`src/rtl/quickint_controller_pkg.sv`:
```
// Shared definitions for the quick-interrupt controller.
// Register encodings, control-bit positions and bus FSM states.
package quickint_controller_pkg;

    localparam logic [7:0] DEFAULT_VECTOR = 8'd24;

    localparam logic REG_VEC  = 1'b0;
    localparam logic REG_CTRL = 1'b1;

    localparam int CTRL_EN   = 0;
    localparam int CTRL_EDGE = 1;
    localparam int CTRL_CLR  = 2;
    localparam int CTRL_PEND = 2;

    typedef enum logic [2:0] {
        ST_IDLE,
        ST_POLL,
        ST_ACK,
        ST_VEC_DONE,
        ST_REG_RD,
        ST_REG_WR
    } bus_state_t;

    function automatic logic [7:0] ctrl_word(
        input logic en,
        input logic edge_mode,
        input logic pend
    );
        logic [7:0] w;
        w            = '0;
        w[CTRL_EN]   = en;
        w[CTRL_EDGE] = edge_mode;
        w[CTRL_PEND] = pend;
        return w;
    endfunction

endpackage

```
`src/rtl/quickint_controller_channel.sv`:
```
// One interrupt channel: synchroniser, bus-frozen level and pending logic.
// Holds the vector and control bits written by the host.
module quickint_channel
    import quickint_controller_pkg::*;
#(
    parameter logic [7:0] DEFAULTVECTOR = DEFAULT_VECTOR
) (
    input  logic       clk,
    input  logic       rst,
    input  logic       sint_n,
    input  logic       fcs_n,
    input  logic       wr_vec,
    input  logic       wr_ctrl,
    input  logic       ack,
    input  logic [7:0] din,
    output logic [7:0] vec,
    output logic       en,
    output logic       edge_mode,
    output logic       pend,
    output logic       raw
);

    logic [1:0] sync;
    logic       held;
    logic       pend_edge;
    logic       set_edge;
    logic       clr_edge;

    assign raw      = sync[1];
    assign set_edge = edge_mode & fcs_n & raw & ~held;
    assign clr_edge = ack | (wr_ctrl & din[CTRL_CLR]);
    assign pend     = edge_mode ? pend_edge : held;

    // Synchronise the request, freeze it during bus cycles, track edges and host writes.
    always_ff @(posedge clk) begin
        if (rst) begin
            sync      <= '0;
            held      <= 1'b0;
            pend_edge <= 1'b0;
            vec       <= DEFAULTVECTOR;
            en        <= 1'b0;
            edge_mode <= 1'b0;
        end else begin
            sync <= {sync[0], ~sint_n};
            if (fcs_n) begin
                held <= raw;
            end
            if (set_edge) begin
                pend_edge <= 1'b1;
            end else if (clr_edge) begin
                pend_edge <= 1'b0;
            end
            if (wr_vec) begin
                vec <= din;
            end
            if (wr_ctrl) begin
                en        <= din[CTRL_EN];
                edge_mode <= din[CTRL_EDGE];
            end
        end
    end

endmodule

```
`src/rtl/quickint_controller.sv`:
```
// Zorro III quick-interrupt controller: arbiter, register port and bus FSM.
// Channels are answered with their vector during the quick-interrupt cycle.
module quickint_controller
    import quickint_controller_pkg::*;
#(
    parameter int         NCH           = 2,
    parameter logic [7:0] DEFAULTVECTOR = DEFAULT_VECTOR,
    localparam int        CW            = (NCH > 1) ? $clog2(NCH) : 1
) (
    input  logic           clk,
    input  logic           IORST,
    input  logic [NCH-1:0] SINT_n,
    input  logic           intreg_cycle,
    input  logic           quickint_cycle,
    input  logic           FCS_n,
    input  logic           DOE,
    input  logic           DS0_n,
    input  logic           READ,
    input  logic           SLAVE_n,
    input  logic [CW-1:0]  ch_sel,
    input  logic           reg_sel,
    input  logic [7:0]     din,
    output logic [7:0]     dout,
    output logic           int_sig,
    output logic           dtack,
    output logic           slave,
    output logic           vector_read,
    output logic [NCH-1:0] ack_ch
);

    logic [7:0]     vec_all [NCH];
    logic [NCH-1:0] en;
    logic [NCH-1:0] edge_mode;
    logic [NCH-1:0] pend;
    logic [NCH-1:0] raw;
    logic [NCH-1:0] wr_vec;
    logic [NCH-1:0] wr_ctrl;

    bus_state_t     state;
    bus_state_t     state_next;
    logic [CW-1:0]  win_q;
    logic [CW-1:0]  winner;
    logic           any;
    logic           qc;
    logic           reg_wr_c;
    logic           reg_rd_c;
    logic           poll_c;
    logic           vec_c;
    logic           wr_fire;
    logic           ld_win;
    logic [7:0]     rd_data;
    logic [7:0]     vec_win;

    for (genvar i = 0; i < NCH; i++) begin : g_ch
        quickint_channel #(
            .DEFAULTVECTOR(DEFAULTVECTOR)
        ) u_ch (
            .clk      (clk),
            .rst      (IORST),
            .sint_n   (SINT_n[i]),
            .fcs_n    (FCS_n),
            .wr_vec   (wr_vec[i]),
            .wr_ctrl  (wr_ctrl[i]),
            .ack      (ack_ch[i]),
            .din      (din),
            .vec      (vec_all[i]),
            .en       (en[i]),
            .edge_mode(edge_mode[i]),
            .pend     (pend[i]),
            .raw      (raw[i])
        );
    end

    assign qc       = quickint_cycle & any;
    assign reg_wr_c = !FCS_n & intreg_cycle & DOE & !READ & !DS0_n;
    assign reg_rd_c = !FCS_n & intreg_cycle & DOE & READ;
    assign poll_c   = !FCS_n & qc & !DOE & DS0_n;
    assign vec_c    = !FCS_n & qc & slave & DOE & !DS0_n & !SLAVE_n;

    // Lowest enabled pending channel wins; unenabled channels still raise int_sig from raw level.
    always_comb begin
        any     = 1'b0;
        winner  = '0;
        int_sig = 1'b0;
        for (int i = NCH - 1; i >= 0; i--) begin
            if (en[i] & pend[i]) begin
                any    = 1'b1;
                winner = CW'(i);
            end
            int_sig = int_sig | (en[i] ? pend[i] : raw[i]);
        end
    end

    // Channel select decode for register access and winner vector mux.
    always_comb begin
        wr_vec  = '0;
        wr_ctrl = '0;
        rd_data = 8'h00;
        vec_win = DEFAULTVECTOR;
        for (int i = 0; i < NCH; i++) begin
            if (ch_sel == CW'(i)) begin
                wr_vec[i]  = wr_fire & (reg_sel == REG_VEC);
                wr_ctrl[i] = wr_fire & (reg_sel == REG_CTRL);
                rd_data    = (reg_sel == REG_CTRL)
                           ? ctrl_word(en[i], edge_mode[i], pend[i])
                           : vec_all[i];
            end
            if (win_q == CW'(i)) begin
                vec_win = vec_all[i];
            end
        end
    end

    // Bus FSM next state: register access beats poll, poll beats vector phase.
    always_comb begin
        state_next = state;
        wr_fire    = 1'b0;
        ld_win     = 1'b0;
        if (FCS_n) begin
            state_next = ST_IDLE;
        end else begin
            unique case (state)
                ST_IDLE, ST_POLL: begin
                    if (reg_wr_c | reg_rd_c) begin
                        state_next = reg_rd_c ? ST_REG_RD : ST_REG_WR;
                        wr_fire    = reg_wr_c;
                    end else if (state == ST_IDLE && poll_c) begin
                        state_next = ST_POLL;
                        ld_win     = 1'b1;
                    end else if (state == ST_POLL && vec_c) begin
                        state_next = ST_ACK;
                    end
                end
                ST_ACK: state_next = ST_VEC_DONE;
                default: ;
            endcase
        end
    end

    // Bus strobes follow the state; the acknowledge pulse lasts only the ACK state.
    always_comb begin
        slave       = state inside {ST_POLL, ST_ACK, ST_VEC_DONE};
        vector_read = state inside {ST_ACK, ST_VEC_DONE, ST_REG_RD};
        dtack       = state inside {ST_VEC_DONE, ST_REG_RD, ST_REG_WR};
        ack_ch      = '0;
        for (int i = 0; i < NCH; i++) begin
            ack_ch[i] = (state == ST_ACK) && (win_q == CW'(i));
        end
    end

    // State register.
    always_ff @(posedge clk) begin
        if (IORST) begin
            state <= ST_IDLE;
        end else begin
            state <= state_next;
        end
    end

    // Winner latch at poll and data bus register loaded on read or vector delivery.
    always_ff @(posedge clk) begin
        if (IORST) begin
            win_q <= '0;
            dout  <= DEFAULTVECTOR;
        end else begin
            if (ld_win) begin
                win_q <= winner;
            end
            if (FCS_n) begin
                dout <= DEFAULTVECTOR;
            end else if (state_next == ST_REG_RD && state != ST_REG_RD) begin
                dout <= rd_data;
            end else if (state_next == ST_ACK) begin
                dout <= vec_win;
            end
        end
    end

endmodule

```
`config.mk`:
```
export PLATFORM = sky130hd
export DESIGN_NAME = quickint_controller
export DESIGN_NICKNAME = d
export VERILOG_FILES = /design/src/rtl/quickint_controller_pkg.sv /design/src/rtl/quickint_controller_channel.sv /design/src/rtl/quickint_controller.sv
export SDC_FILE = /design/constraint.sdc
export NUM_CORES = 1
export LEC_CHECK = 0
export ABC_AREA = 1
export BUFFER_PORTS_ARGS = -buffer_cell sky130_fd_sc_hd__buf_2
export CAP_MARGIN = 20
export CORE_MARGIN = 2
export CORE_UTILIZATION = 30
export CTS_CLUSTER_SIZE = 14
export DETAILED_ROUTE_END_ITERATION = 7
export GPL_ROUTABILITY_DRIVEN = 1
export REMOVE_ABC_BUFFERS = 1
export SYNTH_ARGS = -nofsm -noshare
export SYNTH_HDL_FRONTEND = slang
export SYNTH_SLANG_ARGS = --single-unit
export TNS_END_PERCENT = 10
```
`constraint.sdc`:
```
create_clock -name clk -period 2.95 [get_ports clk]
set_input_delay 0.4425 -clock clk [delete_from_list [all_inputs] [get_ports clk]]
set_output_delay 0.4425 -clock clk [all_outputs]
set_load 0.01 [all_outputs]
```
; ---- Word-level counts from Yosys, hierarchy flattened
; Index checks and enable logic that the tools add are counted.
; W data, S select, Z words.
[totals]
ff_bits = 40
elab_cells = 111
[classes]
eq_ne = 8
mux = 34
bitwise_logic = 35
reduce_logical = 19
[ops]
columns = operator, n
row1 = $mux W8, 6
row2 = $and A1 B1 Y1, 25
row3 = $mux W1, 23
row4 = $mux W3, 4
row5 = $eq A3 B2 Y1 const B, 3
row6 = $eq A3 B3 Y1 const B, 3
row7 = $reduce_bool A3 Y1, 3
row8 = $not A1 Y1, 6
row9 = $pmux W3 S2, 1
row10 = $reduce_bool A2 Y1, 3
row11 = $logic_and A1 B1 Y1, 5
row12 = $logic_not A1 Y1, 5
row13 = $or A1 B1 Y1, 4
row14 = $reduce_or A2 Y1, 2
row15 = $eq A3 B1 Y1 const B, 1
row16 = $logic_not A3 Y1, 1
row17 = $ne A3 B3 Y1 const B, 1

; ---- Depth between registers and ports, before layout
[depth]
ltp_word = 19
depth_mapped = 16
depth_no_buf = 16

; ---- By module
; From an unflattened synthesis, not the netlist that was laid out.
[hier_totals]
hier_cells = 319
hier_area_um2 = 2089.5
[modules_own_cells]
columns = module, n_inst, cells_per_inst, area_per_inst_um2
row1 = quickint_controller, 1, 189, 1063.5
row2 = quickint_channel, 2, 65, 513.0

; ---- Worst setup path after synthesis
; OpenSTA, ideal clock, no wires.
[synth_timing]
path_type = input to register
startpoint = in FCS_n
endpoint = reg dout[4]
arrival_time_ns = 1.677
required_time_ns = 2.815
slack_ns = 1.138
path_stages = 11
path_buffers = 1
path_cell_list = buf_2 > nor2_2 > o21ai_1 > nand2_1 > nand4_1 > a21oi_4 > nand2_4 > nand2_1 > inv_1 > nand2_1 > nand3_1
[synth_via]
elab_chain_len = 15
[synth_rtl]
columns = item, line
row1 = from (decl), quickint_controller.sv:15  ; input logic FCS_n,
row2 = $logic_not A1 Y1, --
row3 = $and A1 B1 Y1, "quickint_controller.sv:77, quickint_controller.sv:78"
row4 = $and A1 B1 Y1 (4 in series), quickint_controller.sv:78  ; assign vec_c = !FCS_n & qc & slave & DOE & !DS0_n & !SLAVE_n;
row5 = $logic_and A1 B1 Y1, quickint_controller.sv:130  ; end else if (state == ST_POLL && vec_c) begin
row6 = $mux W3, quickint_controller.sv:130
row7 = $mux W3, quickint_controller.sv:127  ; end else if (state == ST_IDLE && poll_c) begin
row8 = $mux W3, quickint_controller.sv:124  ; if (reg_wr_c | reg_rd_c) begin
row9 = $pmux W3 S2, quickint_controller.sv:122  ; unique case (state)
row10 = $mux W3, quickint_controller.sv:119  ; if (FCS_n) begin
row11 = $eq A3 B3 Y1, quickint_controller.sv:171  ; end else if (state_next == ST_REG_RD && state != ST_REG_RD) begin
row12 = $logic_and A1 B1 Y1, quickint_controller.sv:171
row13 = $mux W8 / $reduce_bool A2 Y1 (equally long branches), --
row14 = to (signal assigned), quickint_controller.sv:172  ; dout <= rd_data;
row15 = to (signal assigned), quickint_controller.sv:174  ; dout <= vec_win;
row16 = to (decl), quickint_controller.sv:23  ; output logic [7:0] dout,
; Parallel ways exist; a longest one is shown, timed or not.
; A chain may end at the register's enable or synchronous reset.

; ---- Worst setup path after layout
[layout_timing]
startpoint = reg g_ch[0].u_ch.edge_mode
endpoint = reg dout[4]
[layout_via]
elab_chain_len = 18
[layout_rtl]
columns = item, line
row1 = from (decl), quickint_controller_channel.sv:18  ; output logic edge_mode,
row2 = from (signal assigned), quickint_controller_channel.sv:58  ; edge_mode <= din[CTRL_EDGE];
row3 = $mux W1 (*), quickint_controller_channel.sv:32  ; assign pend = edge_mode ? pend_edge : held;
row4 = $and A1 B1 Y1 (*), quickint_controller.sv:86  ; if (en[i] & pend[i]) begin
row5 = $mux W1 (*), quickint_controller.sv:86
row6 = $and A1 B1 Y1 (*), quickint_controller.sv:74  ; assign qc = quickint_cycle & any;
row7 = $and A1 B1 Y1 (*), "quickint_controller.sv:77, quickint_controller.sv:78"
row8 = $and A1 B1 Y1 (4 in series), quickint_controller.sv:78
row9 = $logic_and A1 B1 Y1, quickint_controller.sv:130
row10 = $mux W3, quickint_controller.sv:130
row11 = $mux W3 (*), quickint_controller.sv:127
row12 = $mux W3 (*), quickint_controller.sv:124
row13 = $pmux W3 S2 (*), quickint_controller.sv:122
row14 = $mux W3 (*), quickint_controller.sv:119
row15 = $eq A3 B3 Y1, quickint_controller.sv:171
row16 = $logic_and A1 B1 Y1, quickint_controller.sv:171
row17 = $mux W8 / $reduce_bool A2 Y1 (equally long branches), --
; Every way passes the cells marked *; elsewhere a longest branch is shown, timed or not.

==> results.sh <==
export IMPL_busiest_layer="met2"
export IMPL_finalInstanceArea_um2=2390
export IMPL_tightest_slew_ns=0.562
export IMPL_avgSynthCellArea_um2=6.75
export IMPL_vias_per_cell=4.67
export IMPL_arrival_ns=2.32
export IMPL_cts_tree="yes"
export IMPL_hpwl_mm=3.73
export IMPL_insertion_delay_ns=0.29
export IMPL_slew_viol_final=0
export IMPL_synth_edf_count=0
export IMPL_ys_async_sr_fraction_pct=0
export IMPL_ant_nets=0
export IMPL_met1_usage_pct=19.7
export IMPL_fin_crit_sh_pct=73.2
export IMPL_place_area_um2=2270
export IMPL_multi_input_area_um2=1030
export IMPL_port_buffers=34
export IMPL_n_antenna_cell=0
export IMPL_fin_cells=415
export IMPL_leakage_nw=1.06
export IMPL_required_ns=3.11
export IMPL_rsz0062_at_grt="no"
export IMPL_endpoint_kind="register"
export IMPL_synth_seq_cells=40
export IMPL_grt_pass1_vias=1788
export IMPL_htree_levels=2
export IMPL_clock_root_buffer="clkbuf_8"
export IMPL_path_max_fanout=15
export IMPL_drt_total_wl_mm=4.99
export IMPL_grt_use_total_pct=14.2
export IMPL_crit_type="register to register"
export IMPL_grt_antenna_before_repair=0
export IMPL_fin_nets=355
export IMPL_startpoint_type="register"
export IMPL_syn_inst=305
export IMPL_setup_tns_ns=0
export IMPL_fmax_ghz=0.463
export IMPL_drc=0
export IMPL_initial_core_util_pct=30.7
export IMPL_drive_gt1_share_pct=18.8
export IMPL_cap_viol_max_count=0
export IMPL_relSlewSlack_pct=62.5
export IMPL_vias=1937
export IMPL_holdWs_ns=0.281
export IMPL_hold_class="primary input to register"
export IMPL_grt_max_degree=18
export IMPL_setup_violations=0
export IMPL_synth_area_um2=2060
export IMPL_cts_hold_buf=0
export IMPL_grt_ovfl_total=0
export IMPL_die_area_um2=7540
export IMPL_skew_ns=0.00515
export IMPL_dr_pass1_iters=4
export IMPL_path_clk_slew_ns=0.08
export IMPL_io_pins=35
export IMPL_die_height_um=86.9
export IMPL_use_met2_pct=21.3
export IMPL_powerDensity_nw_per_um2=467
export IMPL_drtIter0Drc=90
export IMPL_yosys_warnings=0
export IMPL_met3_usage_pct=3.13
export IMPL_peakVddDrop_mv=0.179
export IMPL_status="finished clean"
export IMPL_ctsResizeCount=0
export IMPL_syn_to_final_growth_pct=16.2
export IMPL_place_congestion=0.859
export IMPL_power_mw=1.12
export IMPL_synth_cell_type_count=27
export IMPL_grt_pass1_wl_mm=8.45
export IMPL_min_period_ns=2.16
export IMPL_ys_flop_type="dfxtp_1"
export IMPL_seq_area_um2=801
export IMPL_hold_viol=0
export IMPL_post_place_ws_ns=0.698
export IMPL_num_fill_cells=714
export IMPL_rows=30
export IMPL_final_util_pct=35.6
export IMPL_wire_per_inst_um=12.0
export IMPL_cts_made_buffers=5
export IMPL_ys_seq_area_share_pct=38.9
export IMPL_dp_cells=407
export IMPL_core_um2=6720
export IMPL_clock_sinks=40
export IMPL_clock_path_buffers=2
export IMPL_post_cts_setup_buffers=0
export IMPL_setup_slack_ns=0.790
export IMPL_die_w_um=86.9
==> power by group <==
group,internal (mW),leakage [nW],switching [mW]
Combinational,0.0299,0.678,0.0574
Sequential,0.547,0.324,0.00369
Clock,0.277,0.0614,0.202
==> metal layers <==
layer / wire length, µm / vias to the layer above
li1: - / 1046
met4: 108 / 0
met1: 2590 / 843
met5: 0 / -
met3: 217 / 10
met2: 2070 / 38
==> flip-flops by register name, summed over array words and instances (netlist names), 2 cells and up <==
name / count
dout: 8
g_ch.u_ch.edge_mode: 2
g_ch.u_ch.en: 2
g_ch.u_ch.held: 2
g_ch.u_ch.pend_edge: 2
g_ch.u_ch.sync: 4
g_ch.u_ch.vec: 16
state: 3
==> layout by cell type (no fill, tap or decap), types with 2 or more instances in the layout <==
master and n:
nand2_1 50, o21ai_0 41, inv_1 40, dfxtp_1 40, buf_2 34, nor2_1 33
a21oi_1 32, nand3_1 20, clkbuf_8 6, nand3_2 5, nand4_1 5, nand2_2 4
inv_2 3, nor2_2 3, a21oi_2 3, nand3b_1 2, a211oi_1 2, o211ai_1 2
==> cells in the mapped netlist (4+ instances only) <==
| cell type | number | area [µm²] |
|---|---|---|
| nand2_2 | 4 | 25.0 |
| a21oi_1 | 32 | 160 |
| clkbuf_1 | 9 | 33.8 |
| nand3_2 | 5 | 50.1 |
| nor2_1 | 33 | 124 |
| nand4_1 | 5 | 31.3 |
| o21ai_0 | 41 | 205 |
| nand3_1 | 20 | 100 |
| nand2_1 | 50 | 188 |
| inv_1 | 40 | 150 |
| dfxtp_1 | 40 | 801 |
==> final cells by class <==
| type | count | area share [%] |
|---|---|---|
| Sequential cell | 40 | 33.5 |
| Clock inverter | 2 | 1.62 |
| Tap cell | 80 | 4.18 |
| Multi-Input combinational cell | 208 | 43.0 |
| Inverter | 44 | 6.90 |
| Clock buffer | 6 | 3.45 |
| Timing Repair Buffer | 35 | 7.42 |
==> kinds of logic (layout without fill, tap and decap cells) <==
family	Yosys count	in the layout	synth area share, %
AO/OA/AOI/OAI	83	83	21.8
buffers and inverters	57	87	11.2
flip-flops	40	40	38.9
AND/OR/NAND/NOR	124	124	27.6
multiplexers	1	1	0.486
==> path summary, 6_finish.rpt <==
| check | depth (start not counted) | slack, ns | from | to |
|---|---|---|---|---|
| worst max-delay path | 13 | 0.79 | g_ch[0].u_ch.edge_mode | dout[4] |
| worst min-delay path | 2 | 0.28 | SINT_n[1] | g_ch[1].u_ch.sync[0] |
| worst max register to register | 13 | 0.79 | g_ch[0].u_ch.edge_mode | dout[4] |
| worst min register to register | 2 | 0.41 | g_ch[0].u_ch.sync[0] | g_ch[0].u_ch.sync[1] |
==> critical path, stage by stage (launching register included) <==
cell,delay [ns]
dfxtp_1,0.41
inv_2,0.06
nand2_2,0.08
nand3_2,0.08
nand2_2,0.11
nand3_2,0.11
nand3_2,0.24
nand2_2,0.11
a21oi_4,0.27
nand2_4,0.17
nand2_1,0.17
inv_1,0.09
nand2_1,0.06
nand3_1,0.07
Note: power is estimated with default switching activity, not from simulation.
